===== src/rtl/carrier_sweep_ctrl.sv =====
// Stepped-frequency carrier sweep controller: walks the FM adapter's phase
// increment through a linear list of points, holding each for a programmed dwell.
module carrier_sweep_ctrl #(
  parameter int PINC_WIDTH  = 32,
  parameter int DWELL_WIDTH = 24,
  parameter int STEPS_WIDTH = 16
) (
  input  logic                   aclk,
  input  logic                   areset,
  input  logic                   start,
  input  logic                   abort,
  input  logic                   cfg_loop,
  input  logic [PINC_WIDTH-1:0]  cfg_pinc_start,
  input  logic [PINC_WIDTH-1:0]  cfg_pinc_step,
  input  logic [STEPS_WIDTH-1:0] cfg_num_steps,
  input  logic [DWELL_WIDTH-1:0] cfg_dwell,
  input  logic                   fm_request,
  output logic [PINC_WIDTH-1:0]  phase_carrier,
  output logic                   fm_enable,
  output logic                   busy,
  output logic                   step_strobe,
  output logic [STEPS_WIDTH-1:0] step_index,
  output logic                   done,
  output logic                   aborted
);

  typedef enum logic [1:0] {IDLE, DWELL, ADVANCE} state_t;

  state_t                 state_q, state_d;
  logic [PINC_WIDTH-1:0]  phase_q, phase_d;
  logic [PINC_WIDTH-1:0]  pinc_start_q, pinc_start_d;
  logic [PINC_WIDTH-1:0]  pinc_step_q, pinc_step_d;
  logic [STEPS_WIDTH-1:0] idx_q, idx_d;
  logic [STEPS_WIDTH-1:0] last_q, last_d;
  logic [DWELL_WIDTH-1:0] dwell_rl_q, dwell_rl_d;
  logic [DWELL_WIDTH-1:0] cnt_q, cnt_d;
  logic                   loop_q, loop_d;
  logic                   busy_q, busy_d;
  logic                   strobe_q, strobe_d;
  logic                   done_q, done_d;
  logic                   aborted_q, aborted_d;
  logic                   fm_q, fm_d;

  always_comb begin
    state_d      = state_q;
    phase_d      = phase_q;
    pinc_start_d = pinc_start_q;
    pinc_step_d  = pinc_step_q;
    idx_d        = idx_q;
    last_d       = last_q;
    dwell_rl_d   = dwell_rl_q;
    cnt_d        = cnt_q;
    loop_d       = loop_q;
    busy_d       = busy_q;
    strobe_d     = 1'b0;
    done_d       = 1'b0;
    aborted_d    = 1'b0;

    case (state_q)
      IDLE: begin
        // abort alongside start cancels the request outright
        if (start && !abort) begin
          if (cfg_num_steps != '0) begin
            pinc_start_d = cfg_pinc_start;
            pinc_step_d  = cfg_pinc_step;
            last_d       = cfg_num_steps - STEPS_WIDTH'(1);
            // counter is loaded with hold-length minus one; dwell of 0 acts as 1
            dwell_rl_d   = (cfg_dwell == '0) ? '0 : cfg_dwell - DWELL_WIDTH'(1);
            cnt_d        = (cfg_dwell == '0) ? '0 : cfg_dwell - DWELL_WIDTH'(1);
            loop_d       = cfg_loop;
            phase_d      = cfg_pinc_start;
            idx_d        = '0;
            busy_d       = 1'b1;
            strobe_d     = 1'b1;
            state_d      = DWELL;
          end else begin
            done_d = 1'b1;
          end
        end
      end
      DWELL: begin
        if (abort) begin
          state_d   = IDLE;
          busy_d    = 1'b0;
          aborted_d = 1'b1;
        end else if (cnt_q == '0) begin
          state_d = ADVANCE;
        end else begin
          cnt_d = cnt_q - DWELL_WIDTH'(1);
        end
      end
      ADVANCE: begin
        if (abort) begin
          state_d   = IDLE;
          busy_d    = 1'b0;
          aborted_d = 1'b1;
        end else if (idx_q != last_q) begin
          phase_d  = phase_q + pinc_step_q;
          idx_d    = idx_q + STEPS_WIDTH'(1);
          cnt_d    = dwell_rl_q;
          strobe_d = 1'b1;
          state_d  = DWELL;
        end else if (loop_q) begin
          phase_d  = pinc_start_q;
          idx_d    = '0;
          cnt_d    = dwell_rl_q;
          strobe_d = 1'b1;
          state_d  = DWELL;
        end else begin
          busy_d  = 1'b0;
          done_d  = 1'b1;
          state_d = IDLE;
        end
      end
      default: begin
        state_d = IDLE;
        busy_d  = 1'b0;
      end
    endcase

    fm_d = busy_d ? 1'b0 : fm_request;
  end

  always_ff @(posedge aclk or posedge areset) begin
    if (areset) begin
      state_q      <= IDLE;
      phase_q      <= '0;
      pinc_start_q <= '0;
      pinc_step_q  <= '0;
      idx_q        <= '0;
      last_q       <= '0;
      dwell_rl_q   <= '0;
      cnt_q        <= '0;
      loop_q       <= 1'b0;
      busy_q       <= 1'b0;
      strobe_q     <= 1'b0;
      done_q       <= 1'b0;
      aborted_q    <= 1'b0;
      fm_q         <= 1'b0;
    end else begin
      state_q      <= state_d;
      phase_q      <= phase_d;
      pinc_start_q <= pinc_start_d;
      pinc_step_q  <= pinc_step_d;
      idx_q        <= idx_d;
      last_q       <= last_d;
      dwell_rl_q   <= dwell_rl_d;
      cnt_q        <= cnt_d;
      loop_q       <= loop_d;
      busy_q       <= busy_d;
      strobe_q     <= strobe_d;
      done_q       <= done_d;
      aborted_q    <= aborted_d;
      fm_q         <= fm_d;
    end
  end

  assign phase_carrier = phase_q;
  assign fm_enable     = fm_q;
  assign busy          = busy_q;
  assign step_strobe   = strobe_q;
  assign step_index    = idx_q;
  assign done          = done_q;
  assign aborted       = aborted_q;

endmodule


===== config.mk =====
export PLATFORM = sky130hd
export DESIGN_NAME = carrier_sweep_ctrl
export DESIGN_NICKNAME = d
export VERILOG_FILES = /design/src/rtl/carrier_sweep_ctrl.sv
export SDC_FILE = /design/constraint.sdc
export NUM_CORES = 1
export LEC_CHECK = 0
export ABC_AREA = 1
export CELL_PAD_IN_SITES_DETAIL_PLACEMENT = 2
export CELL_PAD_IN_SITES_GLOBAL_PLACEMENT = 2
export CORE_UTILIZATION = 39
export CTS_BUF_LIST = sky130_fd_sc_hd__clkbuf_4 sky130_fd_sc_hd__clkbuf_8
export DETAILED_ROUTE_END_ITERATION = 7
export DONT_BUFFER_PORTS = 1
export PLACE_DENSITY = 0.95
export SLEW_MARGIN = 20
export SYNTH_ARGS = -nofsm -noshare
export SYNTH_HDL_FRONTEND = slang
export SYNTH_SLANG_ARGS = --single-unit

===== constraint.sdc =====
create_clock -name aclk -period 13.46 [get_ports aclk]
set_input_delay 0.673 -clock aclk [delete_from_list [all_inputs] [get_ports aclk]]
set_output_delay 0.673 -clock aclk [all_outputs]
set_load 0.02 [all_outputs]

After elaboration in Yosys (flattened, before gate mapping)
Cells that the tools add are included.
{"block": "word_totals", "ff_bits": 184, "input_bits": 110, "output_inout_bits": 53, "elab_cells": 93}
{"block": "op_classes", "addsub": 5, "eq_ne": 10, "n_mux": 51, "reduce_logical": 13}
{"operator": "2-to-1 mux 24 bit", "count": 8}
{"operator": "2-to-1 mux 32 bit", "count": 5}
{"operator": "2-to-1 mux 16 bit", "count": 5}
{"operator": "case mux 24 bit (3 select lines)", "count": 1}
{"operator": "case mux 32 bit (2 select lines)", "count": 1}
{"operator": "logical NOT 24 bit", "count": 2}
{"operator": "subtractor 24 x 1 -> 24 bit, second input constant", "count": 2}
{"operator": "adder 32 bit", "count": 1}
{"operator": "case mux 16 bit (2 select lines)", "count": 1}
{"operator": "2-to-1 mux 1 bit", "count": 22}
{"operator": "adder 16 x 1 -> 16 bit, second input constant", "count": 1}
{"operator": "!= test 16 bit", "count": 1}
{"operator": "nonzero test 16 bit", "count": 1}
{"operator": "subtractor 16 x 1 -> 16 bit, second input constant", "count": 1}
{"operator": "!= test 2 bit, second input constant", "count": 5}
{"operator": "2-to-1 mux 2 bit", "count": 4}
{"operator": "AND reduction 7 bit", "count": 1}
{"operator": "!= test 3 bit, second input constant", "count": 2}
{"operator": "case mux 2 bit (3 select lines)", "count": 1}
{"operator": "AND reduction 3 bit", "count": 2}
{"operator": "AND reduction 5 bit", "count": 1}
{"operator": "case mux 1 bit (2 select lines)", "count": 2}
{"operator": "case mux 1 bit (3 select lines)", "count": 1}
{"operator": "nonzero test 3 bit", "count": 1}
{"operator": "7 further kinds", "count": 7}

Logic depth before layout (Yosys ltp)
{"block": "depth", "ltp_word": 5, "mapped_depth": 15, "ltp_nobuf": 15}

Worst setup path after synthesis
Ideal clock, no wire load.
{"block": "synth_timing", "path_type": "reg2reg", "from": "register phase_q[0], in the netlist phase_carrier[0]", "to": "register phase_q[16], in the netlist phase_carrier[16]", "setup_ns": 0.116, "arrival_ns": 1.923, "t_required_ns": 13.344, "path_slack_ns": 11.420, "path_stages_with_launch": 13, "path_buffers": 0, "synth_period_minus_slack_ns": 2.040, "cell_sequence": "dfrtp_1 ha_1 fa_1 nand3_1 nand3_1 nand2_1 nand2_1 nand2_1 a21oi_1 o21ai_0 nand2_1 nand2_1 nand2_1"}
{"block": "synth_between", "elab_chain_len": 4}
{"item": "start, declared", "line": "30", "text": "logic [PINC_WIDTH-1:0] phase_q, phase_d;"}
{"item": "start signal, assigned", "line": "142", "text": "phase_q <= phase_d;"}
{"item": "adder 32 bit", "line": "98", "text": "phase_d = phase_q + pinc_step_q;"}
{"item": "2-to-1 mux 32 bit", "line": "97", "text": "end else if (idx_q != last_q) begin"}
{"item": "2-to-1 mux 32 bit", "line": "93", "text": "if (abort) begin"}
{"item": "case mux 32 bit (2 select lines)", "line": "59", "text": "case (state_q)"}
No other way between the ends. The select of a mux whose other input is x is not followed.
A chain may end at the register's enable or synchronous reset.

Final worst setup path
{"block": "layout_timing", "from": "register state_q[0]", "to": "register idx_q[1], in the netlist step_index[1]"}
{"block": "layout_between", "elab_chain_len": 3, "word_cells_on_any_way": 9, "cone_classes": "5 x eq/ne; 1 x mux; 3 x reduce/logical"}
{"item": "start, declared", "line": "29", "text": "state_t state_q, state_d;"}
{"item": "start signal, assigned", "line": "141", "text": "state_q <= state_d;"}
{"item": "== test 2 bit or logical NOT 2 bit (tied branches)", "line": "59"}
{"item": "!= test 3 bit (no line), or another cell as far along"}
{"item": "AND reduction 5 bit (no line)"}
{"item": "end signal, assigned", "line": "145", "text": "idx_q <= idx_d;"}
{"item": "end, declared", "line": "33", "text": "logic [STEPS_WIDTH-1:0] idx_q, idx_d;"}
Parallel ways exist; a longest one is shown, timed or not.

==> results.toml <==
[global_route]
antenna_found_initial = 1
grtUsageTotal_pct = 33.4
grt_pass1_vias = 15400
grt_max_degree = 123
overflow = 0
grt_pass1_wl_um = 86500

[layout]
final_cell_area_um2 = 13600
drive_above_1_share_pct = 3.93
syn_to_final_growth_pct = 5.33
num-nets-final = 2123

[synthesis]
async_reset_ff_share_pct = 100
synth.most_common_cell = "nand2_1"
yosys.area.top_type = "dfrtp_1"
ys_ff_latch = 184
synth_edf_count = 0
yosysUniqueCellTypes = 44
synth_top_cells_by_area = "dfrtp_1, nand2_1, inv_1, nor2_1, o21ai_0"
synth_area_um2 = 12900
synth_top_area_share_pct = 35.7
synthTopCellsByCount = "nand2_1, inv_1, nor2_1, dfrtp_1, o21ai_0"
syn_nets = 2163
synth_ff_type = "dfrtp_1"
yosysSeqAreaShare_pct = 35.7
yosys_warnings = 0
syn_area_per_cell_um2 = 6.41
syn_inst = 2012

[cts]
clock-root-buffer = "clkbuf_8"
cts_tree = "built"
numCtsBuffers = 17
cts_resized = 0
hold_buffers = 0
htree_levels = 4
insertion_delay_ns = 0.55
cts_buffer_depth = 2
clock_sinks = 184
cts.reportedPaths.clkPinSlew_ns = 0.14
cts_setup_buffers = 0

[worst_setup_path]
r2r-start = "state_q[0]"
r2r_slack_ns = 10.27
reg2regPathDepth = 8
timing.rr.end = "step_index[1]"
critPathKind = "reg -> reg"
crit_arrival_ns = 3.54
crit_path_start_kind = "flop"
cp-end-kind = "flop"
cp.required_ns = 13.81
crit_fanout = 82

[pwr]
powerDensity_nw_per_um2 = 267
p_seq_share_pct = 30.7
swShare_pct = 56.9
pwr-share-comb_pct = 57.8
p_sw_mw = 2.07
power_frac_clock_pct = 11.5
intPower_mw = 1.56
ir_drop_uv = 96.1
p_leak_nw = 7.44

[timing]
hold_viol = 0
clock_skew_ns = 0.0307
finalCritPeriodShare_pct = 23.7
rsz0062_at_grt = "no"
post-route-min-period_ns = 3.19
worst_slew_pin_slew_ns = 1.09
max_freq_mhz = 313
relSlewSlack_pct = 27.3
tns_ns = 0
setup_viol = 0
drv_slew = 0

[route]
drcViolationCount = 0
num_vias = 13300
drt_iter0_drc = 724
ant_nets = 0
vias_per_cell = 5.49
wirelength_um = 54900
first_pass_iters = 5
wl_per_cell_um = 22.6

[floorplanning]
start_util_pct = 39.6
std_cell_rows = 66
die_area_um2 = 33800
die_h_um = 184
die_width_um = 184
io_pins = 163
core_um2 = 32500

[placed_design]
numPortBuffers = 0
gp_congestion = 0.875
place_area_um2 = 13200
hpwl_um = 39200

[hold_path]
min_path_type = "in -> async"

[outcome]
status = "finished, final reports clean"

[flow_run]
cap_violations = 0
[power groups by stage]
| stage | registers [mW] | logic (mW) | clock network, mW |
|---|---|---|---|
| CTS | 1.11 | 2.08 | 0.421 |
| global placement | 1.07 | 1.78 | 0 |
| global route | 1.13 | 2.32 | 0.440 |
| floorplan | 0.994 | 1.41 | 0 |
| finish | 1.12 | 2.10 | 0.417 |
| detailed placement | 1.11 | 1.98 | 0 |
[critical path, cell delays in order (launching register included)]
cell and delay (ns):
dfrtp_1 0.42, inv_1 0.11, ha_2 0.19, buf_4 0.77, nand2_1 0.14, a21boi_2 0.25, nand3_2 0.13, buf_4 0.64
o21ai_0 0.31
[worst max-delay path by stage]
stage	from	to	slack (ns)	cells past startpoint
global placement	cfg_num_steps[12]	dwell_rl_q[23]	10.53	7
finish	state_q[0]	step_index[1]	10.27	8
CTS	step_index[2]	step_index[1]	10.22	9
floorplan	areset	aborted	7.79	1
global route	state_q[0]	phase_carrier[23]	10.13	9
detailed placement	cfg_num_steps[12]	dwell_rl_q[1]	10.29	7
[cell type report]
| type | count | area [um2] |
|---|---|---|
| inverters | 267 | 1010 |
| repair buffers | 6 | 45.0 |
| fillers | 4135 | 19000 |
| well taps | 442 | 553 |
| multi-input cells | 1496 | 6940 |
| clock buffers | 17 | 234 |
| clock inverters | 15 | 183 |
| diodes | 1 | 2.50 |
| flip-flops and latches | 184 | 4600 |
[cell families after synthesis]
| family | synth area share [%] |
|---|---|
| fa+ha+maj | 4.04 |
| simple gates | 36.9 |
| flops | 35.7 |
| xor+xnor | 3.26 |
| compound gates | 9.50 |
| buf+inv | 10.5 |
[state kept, by name, indices dropped and copies added (netlist names), 2 cells and up]
name	flops
cnt_q	24
dwell_rl_q	24
last_q	16
phase_carrier	32
pinc_start_q	32
pinc_step_q	32
state_q	2
step_index	16
[through the flow]
step | hold slack (ns) | util [%] | setup WS (ns) | total power, mW | std cells
4_1_cts | 0.216 | 41.7 | 10.22 | 3.61 | 2427
3_5_place_dp | 0.473 | 40.4 | 10.29 | 3.09 | 2395
5_1_grt | 0.227 | 41.7 | 10.13 | 3.89 | 2428
6_report | 0.168 | 41.7 | 10.27 | 3.63 | 2428
2_1_floorplan | 0.444 | - | 7.79 | 2.40 | 2012
3_3_place_gp | 0.457 | 40.4 | 10.53 | 2.86 | 2395
[placed cells by master (no fill, tap or decap), types with 4 or more instances in the layout]
| master | synthesis | layout |
|---|---|---|
| a21boi_1 | 12 | 12 |
| inv_2 | 7 | 7 |
| clkbuf_8 | 0 | 17 |
| nand3b_1 | 5 | 5 |
| a21oi_1 | 44 | 44 |
| nor2_1 | 195 | 195 |
| inv_1 | 259 | 258 |
| inv_8 | 0 | 5 |
| a31oi_1 | 4 | 4 |
| nand3_1 | 116 | 116 |
| o21ai_0 | 126 | 126 |
| xnor2_1 | 16 | 16 |
| dfrtp_1 | 184 | 184 |
| nor3_1 | 16 | 16 |
| buf_4 | 3 | 6 |
| o21bai_1 | 4 | 4 |
| o21ai_1 | 14 | 14 |
| nor2_2 | 5 | 5 |
| or2_2 | 9 | 9 |
| nand4_1 | 22 | 22 |
| ha_1 | 40 | 39 |
| nand2_1 | 809 | 807 |
| xor2_1 | 32 | 32 |
| a21oi_2 | 4 | 4 |
[layer usage]
| layer | global-route usage [%] | part of all wire [%] | up-vias |
|---|---|---|---|
| met3 | 4.79 | 3.8 | 109 |
| met1 | 38.8 | 41 | 6755 |
| li1 | - | - | 6140 |
| met4 | 14.4 | 3.6 | 0 |
| met5 | 0 | 0 | - |
| met2 | 60.9 | 51 | 334 |
No activity file was read; power rests on OpenSTA's default activity.
